<file path="config.mk">
export PLATFORM = sky130hd
export DESIGN_NAME = bank_fifo_multi
export DESIGN_NICKNAME = d
export VERILOG_FILES = /design/src/rtl/bank_fifo_pkg.sv /design/src/rtl/bank_fifo_multi_ptr.sv /design/src/rtl/bank_fifo_multi.sv
export SDC_FILE = /design/constraint.sdc
export NUM_CORES = 2
export LEC_CHECK = 0
export ABC_AREA = 1
export CAP_MARGIN = 10
export CORE_ASPECT_RATIO = 1.5
export CORE_UTILIZATION = 35
export CTS_CLUSTER_DIAMETER = 200
export DETAILED_ROUTE_END_ITERATION = 10
export PLACE_DENSITY = 0.6
export SLEW_MARGIN = 20
export SYNTH_ARGS = -nofsm -noshare
export SYNTH_HDL_FRONTEND = slang
export SYNTH_HIERARCHICAL = 1
export SYNTH_MEMORY_MAX_BITS = 65536
export SYNTH_SLANG_ARGS = --single-unit
</file>
<file path="constraint.sdc">
create_clock -name clk -period 3.2 [get_ports clk]
set_input_delay 0.48 -clock clk [delete_from_list [all_inputs] [get_ports clk]]
set_output_delay 0.48 -clock clk [all_outputs]
set_load 0.01 [all_outputs]
</file>
<file path="src/rtl/bank_fifo_pkg.sv">
// Shared defaults and bank-index wrap helper for the banked FIFO.
package bank_fifo_pkg;
    localparam int DEF_W = 16;
    localparam int DEF_D = 128;
    localparam int DEF_N = 2;

    // Bank count need not be a power of two, so wrap is explicit.
    function automatic int unsigned bank_inc(input int unsigned b, input int unsigned n);
        return (b == n - 1) ? 0 : b + 1;
    endfunction
endpackage

</file>
<file path="src/rtl/bank_fifo_multi_ptr.sv">
// Bank/word pointer pair: word steps on inc, bank advances (word to 0) on adv.
module bank_fifo_multi_ptr
    import bank_fifo_pkg::*;
#(
    parameter int D = DEF_D,
    parameter int N = DEF_N
) (
    input  logic                      clk,
    input  logic                      rst_n,
    input  logic                      inc,
    input  logic                      adv,
    input  logic [$clog2(D+1)-1:0]    lim,
    output logic [$clog2(N)-1:0]      bank,
    output logic [$clog2(D)-1:0]      word,
    output logic                      last
);
    localparam int BANK_IDX_W = $clog2(N);
    localparam int LEN_W      = $clog2(D+1);

    assign last = (LEN_W'(word) == lim - LEN_W'(1));

    always_ff @(posedge clk or negedge rst_n) begin
        if (!rst_n) begin
            bank <= '0;
            word <= '0;
        end else if (adv) begin
            bank <= BANK_IDX_W'(bank_inc(32'(bank), N));
            word <= '0;
        end else if (inc) begin
            word <= word + 1'b1;
        end
    end
endmodule

</file>
<file path="src/rtl/bank_fifo_multi.sv">
// N-bank FIFO with whole-bank handoff; writer commits on full or flush.
// Optional BANK_FIFO_MULTI_STATS_EN adds saturating stall counters.
module bank_fifo_multi
    import bank_fifo_pkg::*;
#(
    parameter int W = DEF_W,
    parameter int D = DEF_D,
    parameter int N = DEF_N
) (
    input  logic                      clk,
    input  logic                      rst_n,
    input  logic                      w_trigger,
    input  logic [W-1:0]              w_data,
    input  logic                      w_flush,
    output logic                      w_ready,
    output logic                      w_done,
    input  logic                      r_trigger,
    output logic                      r_ready,
    output logic                      r_done,
    output logic [W-1:0]              r_data,
    output logic                      r_last,
    output logic [$clog2(N+1)-1:0]    level
`ifdef BANK_FIFO_MULTI_STATS_EN
    ,
    output logic [15:0]               w_stall_cnt,
    output logic [15:0]               r_stall_cnt
`endif
);
    localparam int BANK_IDX_W = $clog2(N);
    localparam int WORD_IDX_W = $clog2(D);
    localparam int LEVEL_W    = $clog2(N+1);
    localparam int LEN_W      = $clog2(D+1);

    logic [W-1:0]            mem [N*D];
    logic [LEN_W-1:0]        len [N];
    logic [BANK_IDX_W-1:0]   wb, rb;
    logic [WORD_IDX_W-1:0]   wi, ri;
    logic                    w_last, r_last_raw;
    logic                    flush_go, w_commit, r_release;

    assign w_ready   = (level != LEVEL_W'(N));
    assign w_done    = w_trigger & w_ready;
    // A flush commits only if the bank ends up non-empty (same-cycle word counts).
    assign flush_go  = w_flush & w_ready & ((wi != '0) | w_trigger);
    assign w_commit  = (w_done & w_last) | flush_go;

    assign r_ready   = (level != '0);
    assign r_done    = r_trigger & r_ready;
    assign r_last    = r_ready & r_last_raw;
    assign r_release = r_done & r_last_raw;
    assign r_data    = mem[{rb, ri}];

    bank_fifo_multi_ptr #(.D(D), .N(N)) u_wptr (
        .clk(clk), .rst_n(rst_n), .inc(w_done), .adv(w_commit),
        .lim(LEN_W'(D)), .bank(wb), .word(wi), .last(w_last)
    );

    bank_fifo_multi_ptr #(.D(D), .N(N)) u_rptr (
        .clk(clk), .rst_n(rst_n), .inc(r_done), .adv(r_release),
        .lim(len[rb]), .bank(rb), .word(ri), .last(r_last_raw)
    );

    always_ff @(posedge clk) begin
        if (w_done)
            mem[{wb, wi}] <= w_data;
        if (w_commit)
            len[wb] <= LEN_W'(wi) + LEN_W'(w_done);
    end

    always_ff @(posedge clk or negedge rst_n) begin
        if (!rst_n)
            level <= '0;
        else
            level <= level + LEVEL_W'(w_commit) - LEVEL_W'(r_release);
    end

`ifdef BANK_FIFO_MULTI_STATS_EN
    always_ff @(posedge clk or negedge rst_n) begin
        if (!rst_n) begin
            w_stall_cnt <= '0;
            r_stall_cnt <= '0;
        end else begin
            if (w_trigger && !w_ready && w_stall_cnt != 16'hFFFF)
                w_stall_cnt <= w_stall_cnt + 16'd1;
            if (r_trigger && !r_ready && r_stall_cnt != 16'hFFFF)
                r_stall_cnt <= r_stall_cnt + 16'd1;
        end
    end
`endif
endmodule

</file>
Yosys cells after proc, flatten, opt, wreduce, memory -nomap -nowiden

Memory sizes are Yosys's and may differ from the RTL's.
Index checks and enable logic that the tools add are counted.

Memories kept: 2
Register bits after elaboration: 18
ROM bits: 0
Input port bits: 21
Latch bits: 0
RAM bits: 4112

Memory list:

| name | words | width | rd ports | clocked after memory_dff | write ports | RTL line              | text |
|---|---|---|---|---|---|---|---|
| mem  | 256   | 16    | 1        | 0                        | 1           | bank_fifo_multi.sv:34 | `logic [W-1:0] mem [N*D];` |
| len  | 2     | 8     | 1        | 0                        | 1           | bank_fifo_multi.sv:35 | `logic [LEN_W-1:0] len [N];` |

Multiply operators: 0
Equal/unequal tests: 3
Reductions and logical operators: 4
Bitwise logic cells: 9
Add/sub/neg operators: 8
Shift-type cells: 0
Multiplexer cells: 10
Magnitude comparators: 0
Divide/modulo/power cells: 0

Operator list:

| operator                                                           | count |
|---|---|
| 7-bit two-way mux                                                  | 4 |
| 7-bit by 1-bit adder with 7-bit output, second input constant      | 2 |
| 7-bit by 1-bit adder with 8-bit output                             | 1 |
| 7-bit by 8-bit == test with 1-bit output                           | 1 |
| 8-bit by 1-bit subtractor with 8-bit output, second input constant | 1 |
| 1-bit AND                                                          | 7 |
| 7-bit == test, second input constant                               | 1 |
| 7-bit nonzero test                                                 | 1 |
| 1-bit two-way mux                                                  | 6 |
| 2-bit nonzero test                                                 | 3 |
| 1-bit adder, second input constant                                 | 2 |
| 2-bit by 1-bit adder with 2-bit output                             | 1 |
| 2-bit != test, second input constant                               | 1 |
| 1-bit bitwise OR                                                   | 2 |
| 2-bit by 1-bit subtractor with 2-bit output                        | 1 |

Longest topological paths before layout

Depth after elaboration: 6
Gate-level depth with buffers: 25
Depth with buffers taken out: 23

Cells and area by module

Netlist, hierarchy kept.

Modules (own cells, without submodules):

| module              | instances | area each (um^2) | cells each |
|---|---|---|---|
| bank_fifo_multi     | 1         | 166110.6         | 13679 |
| bank_fifo_multi_ptr | 2         | 704.4            | 121 |

Least setup slack after synthesis

Ideal clock, no wire load.

Kind: register -> register
Start: reg u_rptr.bank
End: reg level[0]
Clock period less this slack: 2.902 ns
Arrival: 2.776 ns
Slack: 0.298 ns
Data required time: 3.074 ns
Setup time: 0.126 ns
Cell stages (with the launch flop): 21
Cells stage by stage: dfrtp_1 -> buf_2 -> inv_1 -> buf_2 -> nand2_1 -> nand2_1 -> inv_1 -> ha_1 -> inv_1 -> nand2_1 -> nand2_1 -> nor2_1 -> nand3_1 -> nor2_1 -> nand2_1 -> nor2_1 -> inv_1 -> nor3_1 -> ha_1 -> inv_1 -> ha_1

Word-level cells in the longest chain between the ends: 5

Ends and longest elaborated chain:

| element                                     | RTL line                  | text |
|---|---|---|
| start, declared                             | bank_fifo_multi_ptr.sv:13 | `output logic [$clog2(N)-1:0] bank,` |
| start signal, assigned                      | bank_fifo_multi_ptr.sv:27 | `bank <= BANK_IDX_W'(bank_inc(32'(bank), N));` |
| memory read 2 x 8 bit                       | -                         |  |
| 8-bit by 1-bit subtractor with 8-bit output | bank_fifo_multi_ptr.sv:20 | `assign last = (LEN_W'(word) == lim - LEN_W'(1));` |
| 7-bit by 8-bit == test with 1-bit output    | bank_fifo_multi_ptr.sv:20 |  |
| via r_last_raw                              | bank_fifo_multi.sv:38     | `logic w_last, r_last_raw;` |
| 1-bit AND                                   | bank_fifo_multi.sv:50     | `assign r_release = r_done & r_last_raw;` |
| via r_release                               | bank_fifo_multi.sv:39     | `logic flush_go, w_commit, r_release;` |
| 2-bit by 1-bit subtractor with 2-bit output | bank_fifo_multi.sv:74     | `level <= level + LEVEL_W'(w_commit) - LEVEL_W'(r_release);` |
| end signal, assigned                        | bank_fifo_multi.sv:74     |  |
| end, declared                               | bank_fifo_multi.sv:22     | `output logic [$clog2(N+1)-1:0] level` |

The timed path passes the listed nets, and every way through them passes these cells.
A chain may end at the register's enable or synchronous reset.

Final worst setup path

Start: reg u_rptr.word[0]
End: out r_data[7]

Word-level cells in the longest chain between the ends: 1

Ends and longest elaborated chain:

| element                  | RTL line                  | text |
|---|---|---|
| start, declared          | bank_fifo_multi_ptr.sv:14 | `output logic [$clog2(D)-1:0] word,` |
| start signal, assigned   | bank_fifo_multi_ptr.sv:30 | `word <= word + 1'b1;` |
| memory read 256 x 16 bit | -                         |  |
| end, declared            | bank_fifo_multi.sv:20     | `output logic [W-1:0] r_data,` |

Every way passes these cells.

==> metrics.csv <==
metric;value;unit
nets;14830;
crit_type;reg -> out;
holdPathEnd;mem[66][4];
rsz0062_at_grt;true;
cts_made_buffers;366;
peakVddDrop;0.8489;mV
dr_wl_met2;273000;µm
hold_depth;1;
port_buffers;43;
drive_above_1_share;0.1941;
wl_per_cell;25.26;µm
cp-startpoint;u_rptr/word[0];
via_per_inst;5.382;
yosysSeqAreaShare;0.7398;
syn-instance-count;13920;
drtPass1Iterations;8;
gp_congestion;0.8931;
area_growth;24.00;%
critPathCaptureType;primary output;
grt_max_degree;104;
path_max_fanout;9;
cts_max_level;5;
postLayoutCoreUtil;0.4365;
antenna_left;0;
crit_arrival;3.75;ns
grt_antenna_before_repair;10;
route.detailed.drc;0;
cts.sinks;4130;
tightestPinTransition;1.282;ns
power_density;921.9;mW/mm²
grt_overflow;0;
design_area;0.2077;mm²
dpl_cell_area;0.1839;mm²
reg2reg_slack;-0.19;ns
fin_ws;-1.030;ns
r2r-start;u_rptr/word[0];
ys_warn_count;6;
wl;538900;µm
finalSetupViolCount;27;
ys_ff_latch;4130;
hpwl;317300;µm
fp-row-count;310;
leakagePower;73.90;nW
violations;negative setup slack;
grt_pass1_vias;109500;
num_vias;114800;
ios;44;
hold_path.startpoint;w_data[4];
max_cap_viol_count;0;
crit_path_start_kind;register;
layout_min_cycle_time;4.230;ns
core;0.4759;mm²
clkTransAtPathRegs;0.06;ns
timing.final.crit_share;1.322;
reg2reg_depth;26;
hold_path.class;in -> reg;
die_y;849.3;µm
clk_latency;0.95;ns
die_w;566.9;µm
grt_usage;0.2155;
grt_pass1_wl;767800;µm
cts_tree;done;
synth.distinct_cells;26;
worstPathRequired;2.72;ns
clk_path_buf_depth;4;
fmax;236.4;MHz
finalHoldViolCount;0;
syn_avg_cell_area;12.03;µm²
wl_met3;36250;µm
die_area;0.4815;mm²
max_slew_margin;0.1454;
finalMaxSlewViolations;0;
top_layer_used;met5;
root_buffer;clkbuf_16;
start_util;0.3520;
outcome;finished with violations;
r2r_end;u_rptr/word[6];
drt_iter0_drc;11970;
fin_skew;0.05684;ns
wl_met1;196300;µm
finalPower;0.1915;W
holdWs;0.05460;ns
synth.cell_area;0.1675;mm²
## Yosys cell counts (all sizes together)
| library cell | n | area share |
|---|---|---|
| nor4 | 1 | 0.000037 |
| nand3 | 4064 | 0.12 |
| edfxtp | 4112 | 0.74 |
| nor2 | 314 | 0.0071 |
| o211ai | 1 | 0.000045 |
| nand4 | 6 | 0.00022 |
| o21ai | 11 | 0.00033 |
| xor2 | 11 | 0.00058 |
| clkbuf | 135 | 0.0030 |
| ha | 8 | 0.00060 |
| nor3 | 4 | 0.00012 |
| nand2 | 4328 | 0.097 |
| inv | 92 | 0.0021 |
| buf | 804 | 0.027 |
| conb | 2 | 0.000045 |
| xnor2 | 4 | 0.00021 |
| a21oi | 6 | 0.00018 |
| dfrtp | 18 | 0.0027 |
## flip-flops by register name, summed over array words and instances, names as in the netlist
register	flops
u_wptr/word	7
u_rptr/bank	1
u_wptr/bank	1
mem	4096
u_rptr/word	7
level	2
len	16
## cells in the final DEF (no fill, tap or decap), types with 66 or more instances in the layout
cell type     n
nand2_2      77
nand2_1    4181
clkinv_2     66
buf_6       105
nor2_1      300
nand3_2     670
clkbuf_1     70
edfxtp_1   4112
nand3_1    3245
clkbuf_16   402
buf_4       718
buf_12      367
nand3_4     149
buf_16      111
inv_1        79
## metal layers
layer | GRT usage | vias up
li1 | - | 51360
met1 | 0.2569 | 57290
met2 | 0.3772 | 5044
met3 | 0.02578 | 1136
met4 | 0.1207 | 2
met5 | 0 | -
## critical path: stages (launching register included)
cell and delay (ns):
dfrtp_4 0.46, buf_16 0.21, clkinv_16 0.18, buf_16 0.20, buf_16 0.15, buf_4 0.15
buf_4 0.17, nand2_1 0.06, nand3_1 0.08, nand3_2 0.12, nand3_1 0.14, nand3_2 0.12
nand3_4 0.11, nand3_4 0.11, nand2_4 0.07, nand2_4 0.08, nand2_4 0.08, buf_6 0.12
buf_6 0.11
## kinds of logic (layout without fill, tap and decap cells)
kind of cell | Yosys count | in the layout | share of synthesized area
compound gates | 18 | 18 | 0.0005527
other cells | 2 | 35 | 0.00004483
fa+ha+maj | 8 | 8 | 0.0005975
simple gates | 8717 | 8717 | 0.2259
buf+inv | 1031 | 2171 | 0.03233
xor+xnor | 15 | 15 | 0.0007842
flops | 4130 | 4130 | 0.7398
## cell type report
class	instances	area, µm²
clock inverter	205	2076
timing repair inverter	4	91.34
antenna	9	22.52
fill	42000	268200
timing repair buffer	1425	19320
tap	6240	7807
sequential	4130	124000
clock buffer	445	9647
inverter	92	434.2
multi-input combinational	8784	44360
## through the flow
step                      setup slack [ns]  std cells  setup TNS (ns)
after global routing                -1.030      21330          -19.12
after detailed placement            -1.610      20440          -19.41
after CTS                           -1.208      21280          -18.48
after floorplan                     0.2981      13950               0
after global placement              -1.596      20440          -19.30
final                               -1.030      21330          -17.11
## timing repair
| action | CTS | global route |
|---|---|---|
| gates cloned | 85 | 27 |
| endpoints found under the hold margin | 256 | 0 |
| pin swaps | 141 | 329 |
| endpoints found under the setup margin | 26 | 27 |
| hold buffers | 13 | 0 |
| gates resized for setup | 1023 | 673 |
| setup buffers | 102 | 59 |
## power breakdown
| group | total, W | internal (W) | switching [W] |
|---|---|---|---|
| clock network | 0.0444 | 0.0244 | 0.0200 |
| registers | 0.0601 | 0.0599 | 0.000220 |
| logic | 0.0870 | 0.0317 | 0.0553 |
## worst max path at each step
stage	slack, ns	cells after the start	endpoint
CTS	-1.21	17	r_data[11]
global route	-1.03	19	r_data[7]
global placement	-1.60	15	r_data[14]
finish	-1.03	18	r_data[7]
detailed placement	-1.61	16	r_data[14]
floorplan	0.30	20	level[0]
Note: power is estimated with default switching activity, not from simulation.
